`src/rtl/axi4_frame_fetcher.sv`:
```
// ---------------------------------------------------------------------------
// axi4_frame_fetcher
//
// Reads one video frame from memory over an AXI4 read channel and pushes the
// returned beats into a downstream FIFO. Bursts are only requested when the
// FIFO has room for every beat already in flight plus the new burst, so the
// R channel never has to be throttled and the FIFO can never overflow.
//
// Optional feature macro: AXI_RRESP_CHECK_EN
//   defined   -> resp_err becomes sticky on any accepted beat with RRESP != OKAY
//   undefined -> RRESP is ignored and resp_err is tied low
//
// Ports
//   clk_100Mhz, rst_n      : sole clock, asynchronous active-low reset
//   frame_start/frame_base : start pulse and frame start address (IDLE only)
//   fifo_free              : free entries in the downstream FIFO
//   fifo_wr_en/_data       : FIFO write, registered one cycle after each beat
//   busy                   : high while a frame is in progress
//   frame_done             : one-cycle pulse with the last FIFO write
//   resp_err               : sticky response error flag
//   AR*/R*                 : AXI4 read address / read data channels
//   dbg_state              : current FSM state (IDLE=0, RUN=1, DRAIN=2)
//
// Handshake rule (both channels): a transfer happens on a rising clock edge
// where VALID and READY are both high. Once ARVALID is raised, ARADDR and
// ARLEN stay constant and ARVALID stays high until that edge.
// ---------------------------------------------------------------------------
module axi4_frame_fetcher #(
    parameter int ADDR_W      = 32,
    parameter int DATA_W      = 64,
    parameter int BURST_LEN   = 64,
    parameter int FRAME_BEATS = 19200,
    parameter int MAX_OUTST   = 2,
    parameter int CNT_W       = 11
) (
    input  logic              clk_100Mhz,
    input  logic              rst_n,
    input  logic              frame_start,
    input  logic [ADDR_W-1:0] frame_base,
    input  logic [CNT_W-1:0]  fifo_free,
    output logic              fifo_wr_en,
    output logic [DATA_W-1:0] fifo_wr_data,
    output logic              busy,
    output logic              frame_done,
    output logic              resp_err,
    output logic [ADDR_W-1:0] ARADDR,
    output logic              ARVALID,
    input  logic              ARREADY,
    output logic [7:0]        ARLEN,
    output logic [2:0]        ARSIZE,
    output logic [1:0]        ARBURST,
    input  logic [DATA_W-1:0] RDATA,
    input  logic [1:0]        RRESP,
    input  logic              RVALID,
    output logic              RREADY,
    input  logic              RLAST,
    output logic [1:0]        dbg_state
);

    localparam int BYTES   = DATA_W / 8;
    localparam int SIZE_L  = $clog2(BYTES);
    localparam int ALIGN_L = $clog2(BURST_LEN * BYTES);
    localparam int BEAT_W  = $clog2(FRAME_BEATS + 1);
    localparam int PEND_W  = $clog2(MAX_OUTST * BURST_LEN + 1);
    localparam int OUT_W   = $clog2(MAX_OUTST + 1);
    // Base address is aligned down to a full-burst boundary.
    localparam logic [ADDR_W-1:0] ALIGN_MASK = ~((ADDR_W'(1) << ALIGN_L) - ADDR_W'(1));

    typedef enum logic [1:0] {
        S_IDLE  = 2'd0,
        S_RUN   = 2'd1,
        S_DRAIN = 2'd2
    } state_t;

    state_t              r_state;
    logic [ADDR_W-1:0]   r_base;
    logic [ADDR_W-1:0]   r_araddr;
    logic [7:0]          r_arlen;
    logic                r_arvalid;
    logic                r_rready;
    logic                r_wr_en;
    logic [DATA_W-1:0]   r_wr_data;
    logic                r_busy;
    logic                r_frame_done;
    logic [BEAT_W-1:0]   r_req_beats;   // beats covered by accepted ARs
    logic [BEAT_W-1:0]   r_wr_beats;    // beats written to the FIFO
    logic [PEND_W-1:0]   r_pending;     // requested but not yet written
    logic [OUT_W-1:0]    r_outst;       // accepted ARs without RLAST yet

    logic [31:0]         w_remaining;
    logic [31:0]         w_burst_beats;
    logic [31:0]         w_ar_beats;
    logic                w_can_issue;
    logic                w_ar_hs;
    logic                w_r_beat;
    logic                w_r_last;
    logic                w_last_wr;
    logic                w_req_done;
    logic [OUT_W-1:0]    w_outst_nxt;
    logic [PEND_W-1:0]   w_pend_nxt;

    assign w_remaining   = 32'(FRAME_BEATS) - 32'(r_req_beats);
    assign w_burst_beats = (w_remaining > 32'(BURST_LEN)) ? 32'(BURST_LEN) : w_remaining;
    assign w_ar_beats    = 32'(r_arlen) + 32'd1;

    // The FIFO must hold every beat already reserved plus this whole burst.
    assign w_can_issue = (r_state == S_RUN) && !r_arvalid &&
                         (32'(r_outst) < 32'(MAX_OUTST)) &&
                         (32'(fifo_free) >= 32'(r_pending) + w_burst_beats);

    assign w_ar_hs    = r_arvalid && ARREADY;
    assign w_r_beat   = RVALID && r_rready;
    assign w_r_last   = w_r_beat && RLAST;
    assign w_last_wr  = w_r_beat && (32'(r_wr_beats) == 32'(FRAME_BEATS - 1));
    assign w_req_done = w_ar_hs && ((32'(r_req_beats) + w_ar_beats) == 32'(FRAME_BEATS));

    // A new AR and a closing RLAST in the same cycle cancel out.
    always_comb begin
        w_outst_nxt = r_outst;
        if (w_ar_hs && !w_r_last) begin
            w_outst_nxt = r_outst + OUT_W'(1);
        end else if (!w_ar_hs && w_r_last) begin
            w_outst_nxt = r_outst - OUT_W'(1);
        end
    end

    assign w_pend_nxt = r_pending
                      + (w_ar_hs  ? PEND_W'(w_ar_beats) : PEND_W'(0))
                      - (w_r_beat ? PEND_W'(1)          : PEND_W'(0));

    always_ff @(posedge clk_100Mhz or negedge rst_n) begin
        if (!rst_n) begin
            r_state      <= S_IDLE;
            r_base       <= '0;
            r_araddr     <= '0;
            r_arlen      <= '0;
            r_arvalid    <= 1'b0;
            r_rready     <= 1'b0;
            r_wr_en      <= 1'b0;
            r_wr_data    <= '0;
            r_busy       <= 1'b0;
            r_frame_done <= 1'b0;
            r_req_beats  <= '0;
            r_wr_beats   <= '0;
            r_pending    <= '0;
            r_outst      <= '0;
        end else begin
            r_frame_done <= 1'b0;
            r_wr_en      <= w_r_beat;
            if (w_r_beat) begin
                r_wr_data  <= RDATA;
                r_wr_beats <= r_wr_beats + BEAT_W'(1);
            end
            r_outst   <= w_outst_nxt;
            r_rready  <= (w_outst_nxt != '0);
            r_pending <= w_pend_nxt;

            if (w_ar_hs) begin
                r_arvalid   <= 1'b0;
                r_req_beats <= r_req_beats + BEAT_W'(w_ar_beats);
            end else if (w_can_issue) begin
                r_arvalid <= 1'b1;
                r_araddr  <= r_base + (ADDR_W'(r_req_beats) << SIZE_L);
                r_arlen   <= 8'(w_burst_beats - 32'd1);
            end

            case (r_state)
                S_IDLE: begin
                    if (frame_start) begin
                        r_state     <= S_RUN;
                        r_busy      <= 1'b1;
                        r_base      <= frame_base & ALIGN_MASK;
                        r_req_beats <= '0;
                        r_wr_beats  <= '0;
                        r_pending   <= '0;
                    end
                end
                S_RUN: begin
                    if (w_req_done) begin
                        r_state <= S_DRAIN;
                    end
                end
                S_DRAIN: begin
                    if (w_last_wr) begin
                        r_state      <= S_IDLE;
                        r_busy       <= 1'b0;
                        r_frame_done <= 1'b1;
                    end
                end
                default: r_state <= S_IDLE;
            endcase
        end
    end

`ifdef AXI_RRESP_CHECK_EN
    logic r_resp_err;

    always_ff @(posedge clk_100Mhz or negedge rst_n) begin
        if (!rst_n) begin
            r_resp_err <= 1'b0;
        end else if ((r_state == S_IDLE) && frame_start) begin
            r_resp_err <= 1'b0;
        end else if (w_r_beat && (RRESP != 2'b00)) begin
            r_resp_err <= 1'b1;
        end
    end

    assign resp_err = r_resp_err;
`else
    logic w_unused_rresp;
    assign w_unused_rresp = ^RRESP;
    assign resp_err       = 1'b0;
`endif

    assign ARSIZE       = 3'(SIZE_L);
    assign ARBURST      = 2'b01;
    assign ARADDR       = r_araddr;
    assign ARLEN        = r_arlen;
    assign ARVALID      = r_arvalid;
    assign RREADY       = r_rready;
    assign fifo_wr_en   = r_wr_en;
    assign fifo_wr_data = r_wr_data;
    assign busy         = r_busy;
    assign frame_done   = r_frame_done;
    assign dbg_state    = r_state;

endmodule

```
`config.mk`:
```
export PLATFORM = sky130hd
export DESIGN_NAME = axi4_frame_fetcher
export DESIGN_NICKNAME = d
export VERILOG_FILES = /design/src/rtl/axi4_frame_fetcher.sv
export SDC_FILE = /design/constraint.sdc
export NUM_CORES = 1
export LEC_CHECK = 0
export BUFFER_PORTS_ARGS = -buffer_cell sky130_fd_sc_hd__buf_2
export CAP_MARGIN = 5
export CORE_MARGIN = 3
export CORE_UTILIZATION = 32
export DETAILED_ROUTE_END_ITERATION = 8
export SKIP_LAST_GASP = 1
export SYNTH_ARGS = -nofsm -noshare
export SYNTH_HDL_FRONTEND = slang
export SYNTH_SLANG_ARGS = --single-unit
```
`constraint.sdc`:
```
create_clock -name clk_100Mhz -period 14.4 [get_ports clk_100Mhz]
set_clock_uncertainty 0.15 [all_clocks]
set_input_delay 1.44 -clock clk_100Mhz [delete_from_list [all_inputs] [get_ports clk_100Mhz]]
set_output_delay 1.44 -clock clk_100Mhz [all_outputs]
set_load 0.01 [all_outputs]
```
* Word level (Yosys, flattened, before mapping)
Index checks and enable logic that the tools add are counted.
** Operators by class
- Magnitude comparators :: 3
- Shifts and indexed selects :: 0
- Divide/modulo/power cells :: 0
- Reduce and logical (&&, ||, !) cells :: 21
- Muxes and demuxes :: 24
- Bitwise operators :: 1
- $mul :: 0
- $add $sub $neg :: 12
- Eq/ne operators :: 7
** Operator list (number)
- $mux 15 :: 6
- $add 32x18->32 :: 1
- $add 8x32->32 :: 1
- $ge 11x32->1 :: 1
- $gt 32x7->1 const B :: 1
- $mux 32 :: 1
- $mux 8 :: 3
- $add 15x9->16 :: 1
- $eq 16x15->1 const B :: 1
- $sub 15x15->16 const A :: 1
- $add 15x1->15 const B :: 1
- $add 15x9->15 :: 1
- $eq 15x15->1 const B :: 1
- $logic_and 1x1->1 :: 10
- $mux 2 :: 5
- $add 8x1->9 const B :: 1
- $add 8x8->8 :: 1
- $sub 8x1->8 :: 1
- $sub 8x1->8 const B :: 1
- $mux 1 :: 7
- $ne 2x2->1 const B :: 3
- $pmux 2 s3 :: 1
- $reduce_and 3->1 :: 2
- $reduce_bool 2->1 :: 3
- 10 further kinds :: 13
** Word-level totals
- Memories :: 0
- RAM bits :: 0
- Input bits :: 115
- Logic and storage cells :: 82
- Latch bits :: 0
- Output and inout bits :: 117
- Flip-flop bits (word level) :: 174
- Bits in read-only memories :: 0

* Depth between registers and ports, before layout
- Word-level depth :: 8
- Depth in mapped cells :: 26
- Gate-level depth less buffers :: 24

* Worst setup path before layout
OpenSTA, ideal clock, no wires.
- Path kind :: reg2reg
- From :: register r_req_beats[0]
- To :: register r_araddr[11] (netlist: ARADDR[11])
- Period minus slack after synthesis :: 5802 ps
- Data arrival time :: 5527 ps
- Path buffers :: 2
- Library setup time :: 125 ps
- Path slack :: 8598 ps
- Stages on the path, launching flop included :: 25
- Data required time :: 14125 ps
- Path through :: dfrtp_1 buf_2 inv_1 ha_1 or4_4 nor4_2 o21ai_1 a2111oi_4 and2_2 nand2_1 inv_1 ha_1 a21o_1 a21oi_1 o21bai_1 a21oi_1 xor2_1 ha_1 a21o_1 a2111oi_0 o21ai_0 a311o_1 nand2_1 buf_2 mux2_2
** Between the ends
- Word-level cells in the longest chain between the ends :: 7
- Elaborated cells on any way between the ends :: 8
- Those cells by class :: add/sub: 3; order compare: 2; mux: 1; reduce/logical: 2
** RTL lines
- start: declaration :: line 85 : logic [BEAT_W-1:0] r_req_beats;
- start signal: assignment :: line 160 : r_req_beats <= r_req_beats + BEAT_W'(w_ar_beats);
- $sub 15x15->16 :: line 102 : assign w_remaining = 32'(FRAME_BEATS) - 32'(r_req_beats);
- $gt 32x7->1 :: line 103 : assign w_burst_beats = (w_remaining > 32'(BURST_LEN)) ? 32'(BURST_LEN) : w_remaining;
- $mux 32 :: line 103
- $add 8x32->32 :: line 109 : (32'(fifo_free) >= 32'(r_pending) + w_burst_beats);
- $ge 11x32->1 :: line 109
- $logic_and 1x1->1 :: line 108 : (32'(r_outst) < 32'(MAX_OUTST)) &&
- $reduce_and 2->1 (no source line)
- end signal: assignment :: line 163 : r_araddr <= r_base + (ADDR_W'(r_req_beats) << SIZE_L);
- end: declaration :: line 77 : logic [ADDR_W-1:0] r_araddr;
Parallel ways exist; a longest one is shown, timed or not.
A chain may end at the register's enable or synchronous reset.

* Worst setup path in the final report
- From :: register r_req_beats[0]
- To :: register r_araddr[21] (netlist: ARADDR[21])
Same word-level chain as after synthesis.

==> metrics.md <==
| Metric | Value |
|---|---|
| Outcome | `finished clean` |
| Flop2flop setup slack | `7.12 ns` |
| # setup viols final | `0` |
| GP Congestion | `0.805` |
| DP HPWL | `16400 um` |
| Rel. slew slack | `36.5%` |
| Final worst path period share | `roughly half` |
| Root Driver | `clkbuf_16` |
| Max-cap violations | `0` |
| Clk pwr share | `a little over a fifth` |
| Synthesis Warnings | `0` |
| Post-cts gate resize count | `0` |
| Total Routing Usage GR | `about 15%` |
| Total core area | `roughly 29000 um^2` |
| Final Power | `2.21 mW` |
| Setup CP Type | `register to register` |
| Vias | `7003` |
| Mapped Cells | `858` |
| Initial antenna violation count | `1` |
| Commonest cells in the netlist | `dfrtp_1, mux2_2, nor2_1` |
| Critical path launch point type | `register` |
| Hold buffer count at cts | `0` |
| H-Tree Depth | `4` |
| Design internal power | `1.36 mW` |
| R2R depth | `23` |
| Seq pwr share | `34.8%` |
| CTS Sinks | `171` |
| Final min period | `approximately 7.3 ns` |
| Yosys top cell by area | `dfrtp_1` |
| Worst Path Arrival | `~7.5 ns` |
| Worst-Margin Slew | `0.952 ns` |
| Layout cell share with drive strength beyond 1 | `35.2%` |
| Gr ovfl total | `0` |
| Setup TNS | `0 ns` |
| Worst reg2reg path endpoint | `ARADDR[21]` |
| Post-Place Cells | `between 1000 and 1500` |
| Post-synth EDFFs | `0` |
| NetSw | `0.855 mW` |
| Max Slew Vio Count | `0` |
| Routed Antenna Nets | `0` |
| Fmax | `0.137 GHz` |
| Hold crit path type | `register to register` |
| Unrepaired setup endpoints after global routing | `no` |
| Max VDD drop | `0.0891 mV` |
| Drt pass-1 iters | `4` |
| Final wirelength | `22400 um` |
| Crit Path Max Fanout | `19` |
| I/O pin cnt | `232` |
| Die area | `~31000 um^2` |
| FP Rows | `62` |
| Switch share | `38.6%` |
| Area grow syn2layout | `21.6%` |
| Logic pwr share | `a little over two fifths` |
| Synth Area per Inst | `11.0 um^2` |
| Final net count | `1240` |
| Reg-to-reg startpoint | `r_req_beats[0]` |
| Hold EP | `ARADDR[19]` |
| Per-cell routed wire length | `15.4 um` |
| Postcts setup bufs | `0` |
| CTS clk-pin slew, worst paths | `around 0.07 ns` |
| CTS tree | `yes` |
| Post-synthesis sequential area ratio | `45.5%` |
| Fin worst setup slack | `7.12 ns` |
| CP Capture Type | `register` |
| Largest net degree at the start of global routing | `about 100` |
| Top post-synthesis cells by area | `dfrtp_1, mux2_2, ha_1, xnor2_1, xor2_1` |
| Lkg Pwr | `approximately 5.4 nW` |
| Most frequent cell after synthesis | `dfrtp_1` |
| HP Start | `ARADDR[19]` |
| Post-synth ARST share | `100%` |
| Die Y | `177 um` |
| PwrDens | `~190 nW/um^2` |
| Total CTS buffers | `17` |
| Vias per cell | `4.79` |
| Number of global-route vias before repair | `roughly 7300` |
| Post-synth top flop | `dfrtp_1` |
| Initial Utilization | `32.6%` |
| Critical Path RT | `14.57 ns` |
| Die Span X | `177 um` |
| Pre-CTS setup slack | `7.10 ns` |
| First-pass GRT wire length | `37200 um` |
| Later-pin clock latency in the skew report | `0.43 ns` |
| Post-route DRC | `0` |
| Port buffer count | `211` |
| N_diodes | `0` |
| Max Buffers Root-to-Sink | `2` |
| Area fraction of the dominant cell type after synthesis | `45.5%` |
| DRT iter0 DRCs | `282` |
| Count of final hold-check violations | `0` |
| Mapped Area | `9410 um^2` |
| Layout Cells excl Fill | `1462` |
| Hold depth | `1` |
| Synth cell types | `just under 70` |
| Yosys reg bits | `approximately 170` |
## how the worst max path moves through the flow
stage	startpoint	end	slack [ns]
floorplan	r_req_beats[0]	ARADDR[11]	8.60
global placement	r_req_beats[0]	ARADDR[30]	7.21
detailed placement	r_req_beats[0]	ARADDR[21]	7.10
CTS	r_req_beats[0]	ARADDR[27]	7.06
global route	r_req_beats[0]	ARADDR[20]	6.59
finish	r_req_beats[0]	ARADDR[21]	7.12
## cells in the final DEF, fill, tap and decap left out, types with 8 or more instances in the layout
master,netlist,final
nand2_1,49,49
nand3_1,21,21
xor2_1,28,28
a21oi_1,31,31
nor2b_1,8,8
or3_1,8,8
nor3_1,8,8
o21ai_0,30,30
buf_2,6,210
clkbuf_16,0,17
xnor2_1,47,47
dfrtp_1,171,171
inv_1,46,46
ha_1,56,56
mux2_2,116,116
and3_1,11,10
nor2_1,64,64
conb_1,2,14
nand4_1,8,8
## power groups by stage
stage / clock network, mW / registers, mW / logic (mW)
6_report: 0.468 / 0.772 / 0.974
5_1_grt: 0.508 / 0.798 / 1.10
4_1_cts: 0.488 / 0.774 / 0.988
3_5_place_dp: 0 / 0.780 / 0.982
3_3_place_gp: 0 / 0.775 / 0.964
2_1_floorplan: 0 / 0.799 / 0.664
## layer usage
layer  up-vias  wire, um  share of wire, %  global-route usage (%)
li1       3416         -                 -                       -
met1      3375      9870                44                    18.4
met2       190     10800                48                    25.0
met3        20      1470               6.5                    4.34
met4         2       333               1.5                    3.96
met5         -         7             0.031                       0
## cell type report
type | instances | area [um^2]
Clock buffer | 19 | 443
Clock inverter | 13 | 151
Fill cell | 2907 | 17400
Inverter | 46 | 173
Multi-Input combinational cell | 614 | 4820
Sequential cell | 171 | 4280
Tap cell | 384 | 480
Timing Repair Buffer | 215 | 1090
## worst max-delay path, stage by stage (launching register included)
cell	delay, ns
dfrtp_1	0.60
inv_1	0.10
ha_1	0.25
or4_4	0.51
nor4_2	0.22
o21ai_1	0.12
a2111oi_4	0.54
and2_2	0.26
nand2_1	0.08
inv_1	0.12
ha_1	0.24
a21o_1	0.16
a21oi_1	0.21
o21bai_1	0.09
a21oi_1	0.22
xor2_1	0.19
ha_1	0.27
a21o_1	0.18
a2111oi_0	0.45
o21ai_0	0.16
a311o_1	0.52
nand2_1	0.68
buf_4	0.43
mux2_2	0.38
## kinds of logic after synthesis
logic type,count (synthesis),share of synthesized area (%)
AND/OR/NAND/NOR,217,11.7
XOR/XNOR,75,6.98
adder cells (fa/ha/maj),60,8.30
flip-flops,171,45.5
multiplexers,124,14.8
other,2,0.0798
AO/OA/AOI/OAI,124,8.88
buffers and inverters,85,3.83
## sequential cells by signal (all words and copies together) (netlist names), 2 cells and up
signal / cells
ARLEN: 8
r_wr_beats: 15
r_base: 23
r_req_beats: 15
r_pending: 8
r_outst: 2
dbg_state: 2
ARADDR: 29
fifo_wr_data: 64
## through the flow
stage               hold WS, ns  utilization, %  area [um^2]
finish                    0.346            39.6        11400
global placement          0.322            37.6        10800
global route              0.371            39.6        11400
CTS                       0.351            39.6        11400
floorplan                 0.310               -         9450
detailed placement        0.335            37.6        10800
Note: power is estimated with default switching activity, not from simulation.
